==> src/rtl/fetch_queue.sv <==
// Instruction-byte prefetch queue: fetches sequential bytes, exposes the head three bytes and PC.
// Optional FETCH_BYPASS_EN: an ack into an empty queue is visible combinationally that cycle.
module fetch_queue #(
    parameter int unsigned DEPTH    = 4,
    parameter logic [15:0] RESET_PC = 16'h0000
) (
    input  logic                    i_clk,
    input  logic                    i_rst,
    output logic                    mem_req,
    output logic [15:0]             mem_addr,
    input  logic                    mem_ack,
    input  logic [7:0]              mem_rdata,
    output logic [$clog2(DEPTH):0]  q_count,
    output logic [23:0]             q_data,
    output logic [15:0]             q_pc,
    input  logic [1:0]              pop_n,
    input  logic                    redirect,
    input  logic [15:0]             redirect_pc,
    output logic                    pop_err
);
    localparam int unsigned AW = $clog2(DEPTH);
    localparam int unsigned CW = AW + 1;

    logic [7:0]    r_buf [DEPTH];
    logic [AW-1:0] r_rd_ptr, r_wr_ptr;
    logic [CW-1:0] r_count;
    logic [15:0]   r_fetch_pc, r_head_pc, r_req_addr;
    logic          r_req, r_discard, r_pop_err;

    logic          w_ack, w_accept, w_bypass, w_bypass_pop, w_write, w_pop_ok;
    logic [1:0]    w_popped, w_rd_adv;
    logic [CW-1:0] w_q_count, w_count_d;
    logic [15:0]   w_fetch_pc_d;
    logic [7:0]    w_peek0, w_peek1, w_peek2;

    always_comb begin
        w_ack    = r_req & mem_ack;
        w_accept = w_ack & ~r_discard & ~redirect;
        w_peek0  = r_buf[r_rd_ptr];
        w_peek1  = r_buf[r_rd_ptr + AW'(1)];
        w_peek2  = r_buf[r_rd_ptr + AW'(2)];
`ifdef FETCH_BYPASS_EN
        w_bypass  = w_accept & (r_count == '0);
        w_q_count = w_bypass ? CW'(1) : r_count;
        q_data    = w_bypass ? {w_peek2, w_peek1, mem_rdata} : {w_peek2, w_peek1, w_peek0};
        q_pc      = w_bypass ? r_req_addr : r_head_pc;
`else
        w_bypass  = 1'b0;
        w_q_count = r_count;
        q_data    = {w_peek2, w_peek1, w_peek0};
        q_pc      = r_head_pc;
`endif
        q_count  = w_q_count;
        w_pop_ok = CW'(pop_n) <= w_q_count;
        w_popped = (redirect || !w_pop_ok) ? 2'd0 : pop_n;
        // A byte consumed straight from the bus never occupies a buffer slot.
        w_bypass_pop = w_bypass & (w_popped == 2'd1);
        w_write      = w_accept & ~w_bypass_pop;
        w_rd_adv     = w_bypass_pop ? 2'd0 : w_popped;
        if (redirect) begin
            w_count_d    = '0;
            w_fetch_pc_d = redirect_pc;
        end else begin
            w_count_d    = r_count + CW'(w_write) - CW'(w_rd_adv);
            w_fetch_pc_d = w_accept ? r_fetch_pc + 16'd1 : r_fetch_pc;
        end
    end

    assign mem_req  = r_req;
    assign mem_addr = r_req_addr;
    assign pop_err  = r_pop_err;

    always_ff @(posedge i_clk) begin
        if (i_rst) begin
            for (int i = 0; i < int'(DEPTH); i++) r_buf[i] <= 8'h00;
            r_rd_ptr   <= '0;
            r_wr_ptr   <= '0;
            r_count    <= '0;
            r_fetch_pc <= RESET_PC;
            r_head_pc  <= RESET_PC;
            r_req_addr <= RESET_PC;
            r_req      <= 1'b0;
            r_discard  <= 1'b0;
            r_pop_err  <= 1'b0;
        end else begin
            if (w_write) r_buf[r_wr_ptr] <= mem_rdata;
            r_wr_ptr   <= r_wr_ptr + AW'(w_write);
            r_rd_ptr   <= redirect ? r_wr_ptr : r_rd_ptr + AW'(w_rd_adv);
            r_head_pc  <= redirect ? redirect_pc : r_head_pc + 16'(w_popped);
            r_count    <= w_count_d;
            r_fetch_pc <= w_fetch_pc_d;
            r_pop_err  <= r_pop_err | (~redirect & ~w_pop_ok);
            // An outstanding request is never withdrawn; a redirect just marks its data stale.
            if (redirect && r_req && !w_ack) r_discard <= 1'b1;
            else if (w_ack)                  r_discard <= 1'b0;
            if (!r_req || w_ack) begin
                r_req      <= w_count_d < CW'(DEPTH);
                r_req_addr <= w_fetch_pc_d;
            end
        end
    end
endmodule

==> config.mk <==
export PLATFORM = sky130hd
export DESIGN_NAME = fetch_queue
export DESIGN_NICKNAME = d
export VERILOG_FILES = /design/src/rtl/fetch_queue.sv
export SDC_FILE = /design/constraint.sdc
export NUM_CORES = 1
export LEC_CHECK = 0
export CORE_MARGIN = 1
export CORE_UTILIZATION = 40
export DETAILED_ROUTE_END_ITERATION = 8
export HOLD_SLACK_MARGIN = 0.1
export PLACE_DENSITY = 0.75
export REMOVE_ABC_BUFFERS = 1
export SYNTH_ARGS = -nofsm -noshare
export SYNTH_HDL_FRONTEND = slang
export SYNTH_SLANG_ARGS = --single-unit
==> constraint.sdc <==
create_clock -name i_clk -period 4.9 [get_ports i_clk]
set_input_delay 0.98 -clock i_clk [delete_from_list [all_inputs] [get_ports i_clk]]
set_output_delay 0.98 -clock i_clk [all_outputs]
set_load 0.01 [all_outputs]
## After elaboration in Yosys (flattened, before gate mapping)

Memories as Yosys holds them, arrays and structs flattened. A register that Yosys moved wholly into a read port is not among the register bits.
Index checks and enable logic that the tools add are counted.
Widths: inputs -> output; s select.

| word-level totals | value |
|---|---|
| flip-flop bits (word level) | 58 |
| latch bits | 0 |
| RAM bits | 32 |
| memory bits (read-only) | 0 |
| input bits | 30 |
| word-level logic and storage cells | 54 |
| memories | 1 |

| cells by class | value |
|---|---|
| add/subtract/negate cells | 8 |
| multipliers | 0 |
| divide/modulo/power cells | 0 |
| order comparisons | 2 |
| eq/ne operators | 0 |
| shift-type cells | 0 |
| multiplexer cells | 17 |
| bitwise operators | 8 |
| reductions and logical operators | 9 |

Memories:

| memory | words | width | read ports | clocked after memory_dff | write ports | RTL line | source |
|---|---|---|---|---|---|---|---|
| r_buf | 4 | 8 | 3 | 1 | 4 | 24 | `logic [7:0] r_buf [DEPTH];` |

Operators by type and width:

| kind | count |
|---|---|
| $mux 16 | 3 |
| $add 16x1->16 const B | 1 |
| $add 16x2->16 | 1 |
| $mux 1 | 8 |
| $mux 2 | 4 |
| $mux 8 | 1 |
| $reduce_or 8->1 | 1 |
| $and 1x1->1 | 4 |
| $add 3x1->3 | 1 |
| $le 2x3->1 | 1 |
| $logic_not 1->1 | 3 |
| $lt 3x3->1 const B | 1 |
| $mux 3 | 1 |
| $not 1->1 | 3 |
| $sub 3x2->3 | 1 |
| $add 2x1->2 | 1 |
| $add 2x1->2 const B | 1 |
| $add 2x2->2 | 1 |
| $add 2x2->2 const B | 1 |
| $logic_and 1x1->1 | 2 |
| $logic_or 1x1->1 | 2 |
| $reduce_bool 2->1 | 1 |
| $or 1x1->1 | 1 |

## Depth between registers and ports, before layout

| logic depth | value |
|---|---|
| depth after elaboration | 8 |
| depth in mapped cells | 13 |
| depth with buffers taken out | 13 |

## Worst setup path after synthesis

No wires, ideal clock.

| path | value |
|---|---|
| path kind | input port to flip-flop |
| from | input redirect |
| to | register r_head_pc[12], in the netlist q_pc[12] |
| arrival time | 3494 ps |
| required time | 4814 ps |
| slack | 1321 ps |
| stages on the path | 12 |
| path buffers | 2 |
| cells stage by stage | inv_1 -> clkbuf_1 -> clkbuf_1 -> and3_1 -> ha_1 -> inv_1 -> fa_1 -> nand4b_1 -> nor3_1 -> nand3_1 -> xor2_1 -> a211oi_1 |

| on the way | value |
|---|---|
| word-level cells in the longest chain between the ends | 4 |

RTL lines:

| what | RTL line | source |
|---|---|---|
| start: declaration | 17 | `input logic redirect,` |
| $logic_or 1x1->1 | 55 | `w_popped = (redirect \|\| !w_pop_ok) ? 2'd0 : pop_n;` |
| $mux 2 | 55 |  |
| $add 16x2->16 | 89 | `r_head_pc <= redirect ? redirect_pc : r_head_pc + 16'(w_popped);` |
| $mux 16 (*) | 89 |  |
| end signal: assignment | 89 |  |
| end: declaration | 27 | `logic [15:0] r_fetch_pc, r_head_pc, r_req_addr;` |

Mark *: on every way between the ends. The rest lies on a longest branch, timed or not.
A chain may end at the register's enable or synchronous reset.

## Worst setup path in the final report

| path | value |
|---|---|
| from | input pop_n[1] |
| to | register r_head_pc[12], in the netlist q_pc[12] |

| on the way | value |
|---|---|
| word-level cells in the longest chain between the ends | 6 |

RTL lines:

| what | RTL line | source |
|---|---|---|
| start: declaration | 16 | `input logic [1:0] pop_n,` |
| $le 2x3->1 | 54 | `w_pop_ok = CW'(pop_n) <= w_q_count;` |
| $logic_not 1->1 | 55 |  |
| $logic_or 1x1->1 | 55 |  |
| $mux 2 (*) | 55 |  |
| $add 16x2->16 (*) | 89 |  |
| $mux 16 (*) | 89 |  |

Marks and branches as above.

==> metrics.cfg <==
[timing]
rsz0062_at_grt=false
worst_pin_slew_ns=1.283
clock.fmax_mhz=239.7
relSlewSlack_pct=14.36
slew_violations=0
setup_tns_ns=0
finalSetupViolCount=0
skew_ns=0.005718
fin_crit_sh_pct=85.15
min_period_ns=4.173
hold_ws_ns=0.4587
finalHoldViolCount=0
worst_slack_ns=0.7274

[setup_path]
crit_path_cell_trace=clkdlybuf4s50_1, ha_1, nor2b_1, o21ai_0, and3_1, ha_1, inv_1, fa_1, nand4b_1, nor3_1, nand3_1, xor2_1, a211oi_1
critPathArrivalTime_ns=4.42
cp_slowest_cell=nor3_1
path_class=in2reg
worst_path_most_repeated_cell=ha_1
required_ns=5.14
cp_slowest_stage_delay_ns=0.54
endpoint_kind=register
cp-start-kind=input port
crit_path_max_fanout=4

[synth]
synth-seq-cells=90
synthTopCellsByCount=dfxtp_1, nor2_1, and2_1, edfxtp_1, mux4_2
netlist_instances=415
avgSynthCellArea_um2=11.04
synthFlopType=dfxtp_1
syn_area_um2=4583
ys_async_sr_fraction_pct=0
synth.most_common_cell=dfxtp_1
yosysWarnings=0
post-synth-top-area-cell=dfxtp_1
synth_edf_count=32
synth.area.top_cells=dfxtp_1, edfxtp_1, mux4_2, and2_1, xor2_1
synth.top_cell.area_share_pct=25.33
synth_seq_area_share_pct=46.30
synthDistinctLibCells=48

[routing]
routed_wl_um=10910
via_per_inst=5.358
num_vias=3456
post_drt_wl_per_cell_um=16.92
drc=0
first_pass_iters=4
ant_nets=0
drtIter0Drc=161

[global_route]
grt_util_met3_pct=5.081
grt_pass1_vias=3441
grt_max_degree=67
grt_pass1_wl_um=17340
busiest_layer=met2
grt_util_all_layers_pct=19.19
overflow=0
grt_use_met1_pct=22.12
use_met2_pct=34.28
antenna_found_initial=1

[run]
cap_viol_max_count=0

[power]
p_leak_nw=2.149
ir_drop_mv=0.2102
power_density_nw_per_um2=319.8
power.total_w=0.001889

[placement]
dp_cells=628
port_buffers=90
place.gp.congestion=0.8201
place_ws_ns=0.4285
dp_hpwl_um=7765

[hold_path]
hold_class=reg2reg

[clock_network]
cts_resized=0
root_buffer=clkbuf_16
cts_made_buffers=9
cts_max_level=3
post_cts_buffers=0
cts-hold-fix-buffers=0
clock_sinks=90
tritoncts=built
cts_buffer_depth=2
insertion_delay_ns=0.34
clkSlewWorstSetupHoldPaths_ns=0.06

[die]
dieHeight_um=109.0
core-area_um2=10980
dieArea_um2=11890
initial_utilization_pct=41.73
dieWidth_um=109.0
rows=38
pin_count=91

[cells_and_area]
regArea_um2=2122
drive_above_1_share_pct=12.10
nFillCells=975
multi_input_area_um2=2318
final_cell_count_no_fill=645
area.growth.synth_to_final_pct=28.88
fin_nets=541

[run_status]
status=completed

[layer usage]
metal	routed length (um)	share of wire [%]	vias up
met5	0	0	-
met4	172	1.6	0
met3	621	5.7	16
met2	5436	50	86
met1	4682	43	1668
li1	-	-	1686
[registers in the layout, indices dropped and copies added, names as in the netlist]
register and cells:
mem_addr 16, mem_req 1, pop_err 1, q_count 3, q_pc 16, r_buf 32
r_discard 1, r_fetch_pc 16, r_rd_ptr 2, r_wr_ptr 2
[stage by stage]
stage | util [%] | cell area, um2
after floorplan | - | 4491
after global placement | 51.07 | 5609
after detailed placement | 51.07 | 5609
after CTS | 53.76 | 5904
after global routing | 53.76 | 5904
final | 53.78 | 5907
[cell families (layout without fill, tap and decap cells)]
kind of cell    after synthesis  after routing  synth area share (%)
other cells                   0              1                     0
fa+ha+maj                    12             12                 3.604
compound gates               63             63                 9.801
buf+inv                      37            126                 3.167
simple gates                158            158                 19.33
xor+xnor                     28             28                 5.351
flops                        90             90                 46.30
mux                          27             27                 12.45
[critical path, delay by kind of cell]
kind	cells	cell delay, ns
buffers and inverters	2	0.54
adders and majority gates	3	0.87
xor gates and xnor gates	1	0.18
and+or+nand+nor	5	1.35
AOI/OAI and AO/OA	2	0.50
[placed cells by master (no fill, tap or decap), drive strengths merged, types with 4 or more instances in the layout]
cell	count
ha	10
inv	15
clkbuf	10
dfxtp	58
nand4	7
nand2	21
xor2	20
a21oi	14
a21boi	9
o41ai	7
nor3	15
mux4	24
edfxtp	32
nor3b	5
nand3b	11
buf	7
and2	32
a211oi	14
nor2b	5
xnor2	8
o21ai	4
nand3	7
nor2	41
a31o	5
clkdlybuf4s50	89
[final cells by class]
| class | instances | area share [%] |
|---|---|---|
| clock buffer | 10 | 3.876 |
| clock inverter | 6 | 1.123 |
| antenna | 1 | 0.04236 |
| tap | 140 | 2.965 |
| sequential | 90 | 35.92 |
| timing repair buffer | 96 | 15.93 |
| inverter | 14 | 0.8896 |
| multi-input combinational | 288 | 39.25 |
[final timing paths]
kind,from,endpoint,slack (ns),depth (start not counted)
min reg2reg,mem_addr[0],mem_addr[0],0.46,2
max,pop_n[1],q_pc[12],0.73,13
min,mem_addr[0],mem_addr[0],0.46,2
max reg2reg,q_count[1],q_pc[12],1.39,13
[power by group]
part / internal, W / leakage (nW) / switching (W)
Sequential: 0.000823 / 0.811 / 0.0000493
Combinational: 0.000183 / 1.20 / 0.000144
Clock: 0.000396 / 0.135 / 0.000294
Total: 0.00140 / 2.15 / 0.000486
(Power assumes the default switching activity.)
